### src/rtl/wb_sram_arb.sv
// Round-robin, cycle-locked Wishbone arbiter in front of a single wb_sram slave port.
// Define WB_SRAM_ARB_TIMEOUT_EN to add a watchdog that errors out stalled strobes.
module wb_sram_arb #(
  parameter int NUM_MASTERS      = 2,
  parameter int WB_ADDRESS_WIDTH = 32,
  parameter int WB_DATA_WIDTH    = 32,
  parameter int TIMEOUT_CYCLES   = 16
) (
  input  logic                                      clk,
  input  logic                                      rstn,
  input  logic [NUM_MASTERS-1:0]                    m_cyc,
  input  logic [NUM_MASTERS-1:0]                    m_stb,
  input  logic [NUM_MASTERS-1:0]                    m_we,
  input  logic [NUM_MASTERS*WB_DATA_WIDTH/8-1:0]    m_sel,
  input  logic [NUM_MASTERS*WB_ADDRESS_WIDTH-1:0]   m_adr,
  input  logic [NUM_MASTERS*WB_DATA_WIDTH-1:0]      m_dat_w,
  output logic [WB_DATA_WIDTH-1:0]                  m_dat_r,
  output logic [NUM_MASTERS-1:0]                    m_ack,
  output logic [NUM_MASTERS-1:0]                    m_err,
  output logic                                      s_cyc,
  output logic                                      s_stb,
  output logic                                      s_we,
  output logic [WB_DATA_WIDTH/8-1:0]                s_sel,
  output logic [WB_ADDRESS_WIDTH-1:0]               s_adr,
  output logic [WB_DATA_WIDTH-1:0]                  s_dat_w,
  input  logic [WB_DATA_WIDTH-1:0]                  s_dat_r,
  input  logic                                      s_ack,
  input  logic                                      s_err,
  output logic [NUM_MASTERS-1:0]                    grant
);

  localparam int N  = NUM_MASTERS;
  localparam int AW = WB_ADDRESS_WIDTH;
  localparam int DW = WB_DATA_WIDTH;
  localparam int SW = DW / 8;
  localparam int IW = $clog2(N);

  typedef enum logic {IDLE, OWN} state_t;

  state_t        state, state_nxt;
  logic [N-1:0]  grant_nxt;
  logic [IW-1:0] last, last_nxt, pick;
  logic          pick_vld;
  logic          cyc_g, stb_raw, to_hit;

  // While OWN, last is the index of the current owner.
  always_comb begin
    pick     = '0;
    pick_vld = 1'b0;
    for (int i = N; i >= 1; i--) begin
      if (m_cyc[IW'((int'(last) + i) % N)]) begin
        pick     = IW'((int'(last) + i) % N);
        pick_vld = 1'b1;
      end
    end
  end

  always_comb begin
    state_nxt = state;
    grant_nxt = grant;
    last_nxt  = last;
    case (state)
      IDLE: if (pick_vld) begin
        state_nxt = OWN;
        grant_nxt = {{(N-1){1'b0}}, 1'b1} << pick;
        last_nxt  = pick;
      end
      OWN: if (!m_cyc[last]) begin
        state_nxt = IDLE;
        grant_nxt = '0;
      end
      default: begin
        state_nxt = IDLE;
        grant_nxt = '0;
      end
    endcase
  end

  always_ff @(posedge clk) begin
    if (!rstn) begin
      state <= IDLE;
      grant <= '0;
      last  <= IW'(N - 1);
    end else begin
      state <= state_nxt;
      grant <= grant_nxt;
      last  <= last_nxt;
    end
  end

  assign cyc_g   = (state == OWN) && rstn && m_cyc[last];
  assign stb_raw = cyc_g && m_stb[last];

`ifdef WB_SRAM_ARB_TIMEOUT_EN
  localparam int CW = $clog2(TIMEOUT_CYCLES + 1);
  logic [CW-1:0] to_cnt;

  assign to_hit = stb_raw && !s_ack && !s_err && (to_cnt == CW'(TIMEOUT_CYCLES - 1));

  // Idle cycles, completed beats and a fired timeout all restart the count.
  always_ff @(posedge clk) begin
    if (!rstn || state != OWN || !stb_raw || s_ack || s_err || to_hit)
      to_cnt <= '0;
    else
      to_cnt <= to_cnt + CW'(1);
  end
`else
  assign to_hit = 1'b0;
`endif

  always_comb begin
    s_cyc   = cyc_g;
    s_stb   = stb_raw && !to_hit;
    s_we    = cyc_g && m_we[last];
    s_sel   = '0;
    s_adr   = '0;
    s_dat_w = '0;
    m_ack   = '0;
    m_err   = '0;
    if (cyc_g) begin
      s_sel       = m_sel[int'(last)*SW +: SW];
      s_adr       = m_adr[int'(last)*AW +: AW];
      s_dat_w     = m_dat_w[int'(last)*DW +: DW];
      m_ack[last] = s_ack;
      m_err[last] = s_err || to_hit;
    end
  end

  assign m_dat_r = s_dat_r;

endmodule
### config.mk
export PLATFORM = sky130hd
export DESIGN_NAME = wb_sram_arb
export DESIGN_NICKNAME = d
export VERILOG_FILES = /design/src/rtl/wb_sram_arb.sv
export SDC_FILE = /design/constraint.sdc
export NUM_CORES = 1
export LEC_CHECK = 0
export ABC_CLOCK_PERIOD_IN_PS = 1990
export CORE_AREA = 5 5 107 109
export DETAILED_ROUTE_END_ITERATION = 7
export DIE_AREA = 0 0 112 114
export PLACE_DENSITY_LB_ADDON = 0.25
export SLEW_MARGIN = 20
export SYNTH_ARGS = -nofsm -noshare
export SYNTH_HDL_FRONTEND = slang
export SYNTH_SLANG_ARGS = --single-unit
### constraint.sdc
create_clock -name clk -period 1.99 [get_ports clk]
set_clock_uncertainty 0.2 [all_clocks]
set_input_delay 0.2985 -clock clk [delete_from_list [all_inputs] [get_ports clk]]
set_output_delay 0.2985 -clock clk [all_outputs]
set_load 0.02 [all_outputs]
==> flow_summary.ini <==
[outcome]
outcome = finished with violations
violations = setup timing

[final_layout]
fin_nets = 610
seq_area_um2 = 83.8
multiInputGateArea_um2 = 1670
area_growth_pct = 207
final_util = 0.460
antennaDiodeCount = 0
fin_area_um2 = 4840
drive_above_1_share = 0.443
nFillCells = 992
stdcell_count = 571

[synth]
netlist.area_leader.share = 0.446
ys_ff_latch = 4
syn_area_um2 = 1570
async_flop_share = 0
synthCells = 216
yosysTopAreaCell = mux2i_1
syn_avg_cell_area_um2 = 7.28
synth-main-ff-cell = dfxtp_1
synth_edf_count = 0
syn-num-nets = 394
synth.most_common_cell = nor2_1
yosys-top-cells-count = nor2_1 (71), mux2i_1 (70), buf_4 (33)
ys_seq_area_frac = 0.0509
synth_cell_type_count = 20
ys_warn_count = 0
synth_area_leaders = mux2i_1 (45%), nor2_1 (17%), buf_4 (16%)

[floorplanning]
die_y_um = 114
dieArea_um2 = 12800
num_rows = 38
io_pins = 287
die_w_um = 112
core_area_um2 = 10500
start_util = 0.150

[global_routing]
overflow = 0
track_usage = 0.129
grt_max_degree = 33
grt_pass1_vias = 2440
grt_pass1_wl_mm = 13.2
grt_antenna_before_repair = 0

[place]
routabilityCongestion = 0.788
io_buffers = 222
dpl_worst_slack_ns = -0.682
place_area_um2 = 3750
dp.final_hpwl_mm = 6.68
place_inst = 541

[setup_path]
critPathMaxFanout = 7
worstReg2RegStart = last
crit_end = s_dat_w[26]
cp-startpoint = last
rr_endpoint = grant[0]
crit_arrival_ns = 1.60
r2r_cells = 6
crit_type = reg -> out
critPathRequiredTime_ns = 1.49
endpoint_kind = output port
critPathLaunchType = register
rrSetupSlack_ns = 0.43

[sta]
hold_viol_final = 0
period_needed_ns = 2.10
finalCritPeriodShare = 1.05
rsz0062_at_grt = true
setup_viol = 62
fin_ws_ns = -0.106
worst_hold_slack_ns = 0.311
slew-limit-headroom = 0.791
slew_viol_final = 0
tns_ns = -2.18
worst_pin_slew_ns = 0.305
max_freq_mhz = 477

[clock_tree]
ctsHtreeMaxLevel = 1
cts-buffers-inserted = 3
cts_root_buf = clkbuf_8
cts_tree = yes
cts_buffer_depth = 2
cts_sinks = 4
clk_latency_ns = 0.22
path_clk_slew_ns = 0.03
cts-hold-fix-buffers = 0

[power]
power_frac_comb = 0.817
p_sw_frac = 0.358
total_power_mw = 1.53
p_seq_frac = 0.063
p_clk_frac = 0.121
power.leakage_nw = 2.14
p_int_mw = 0.985
switchingPower_mw = 0.549
p_per_area_nw_per_um2 = 317
peakVddDrop_uv = 184

[detailed_routing]
wl_mm = 10.2
drtPass1Iterations = 4
remaining_drc_errors = 0
drtIter0Drc = 31
vias = 2338
viasPerCell = 4.09
antenna_left = 0
wire_per_inst_um = 17.9

[hold_path]
holdCritStartpoint = grant[1]
hold_class = reg -> reg

[job]
max_cap_viol_count = 0
[final cells by class]
| class | count | share of cell area |
|---|---|---|
| Inverter | 1 | 0.00129 |
| Tap cell | 140 | 0.0362 |
| Clock buffer | 4 | 0.00931 |
| Sequential cell | 4 | 0.0173 |
| Timing Repair Buffer | 260 | 0.590 |
| Multi-Input combinational cell | 162 | 0.346 |
[worst max-delay path: stages, from the launching register on]
cell and delay (ns):
dfxtp_4 0.34, mux2_4 0.31, nand3_4 0.16, buf_12 0.17, buf_16 0.13, buf_12 0.10
nor2_4 0.03, buf_6 0.13
[logic make-up after synthesis]
logic type / count (synthesis) / share of synthesized area
buffers and inverters: 50 / 0.243
AO/OA/AOI/OAI: 5 / 0.0191
AND/OR/NAND/NOR: 85 / 0.227
XOR/XNOR: 1 / 0.00557
multiplexers: 71 / 0.455
flip-flops: 4 / 0.0509
[worst min-delay path by stage]
stage,endpoint,slack [ns],cells past startpoint
detailed placement,grant[1],0.30,2
CTS,grant[1],0.31,2
floorplan,last,0.16,1
global placement,grant[1],0.29,2
global route,grant[1],0.33,2
finish,grant[1],0.31,2
[sequential cells by signal, summed over array words and instances, names as in the netlist]
signal  flops
grant       2
last        1
state       1
[placed cells by master (no fill, tap or decap), types with 2 or more instances in the layout]
master,count
buf_16,11
clkdlybuf4s50_1,144
mux2i_4,17
dfxtp_1,3
a21boi_0,2
nand2_1,3
o21ai_0,3
dlygate4sd2_1,3
nor2_2,2
mux2i_1,41
clkbuf_16,6
nor2_4,36
buf_12,6
buf_2,14
and3_4,2
buf_6,46
buf_4,30
nor3b_2,2
mux2i_2,12
clkbuf_8,3
nor2_1,33
[metal layers]
metal	up-vias	global-route usage	part of all wire
li1	1127	-	-
met2	147	0.258	0.55
met1	1046	0.135	0.35
met5	-	0	0
met4	0	0.0296	0.011
met3	18	0.0329	0.079
[power groups by stage]
stage / registers, mW / clock network (mW) / logic, mW
global route: 0.0968 / 0.193 / 1.32
CTS: 0.0961 / 0.189 / 0.983
finish: 0.0961 / 0.185 / 1.25
global placement: 0.0964 / 0 / 0.835
floorplan: 0.0983 / 0 / 0.471
detailed placement: 0.0967 / 0 / 0.839
[what timing repair did]
action / CTS / global route
setup endpoints to repair: 75 / 75
gates cloned: 8 / 6
pin swaps: 11 / 27
resized for setup: 403 / 145
buffers inserted: 8 / 4
Note: power is estimated with default switching activity, not from simulation.
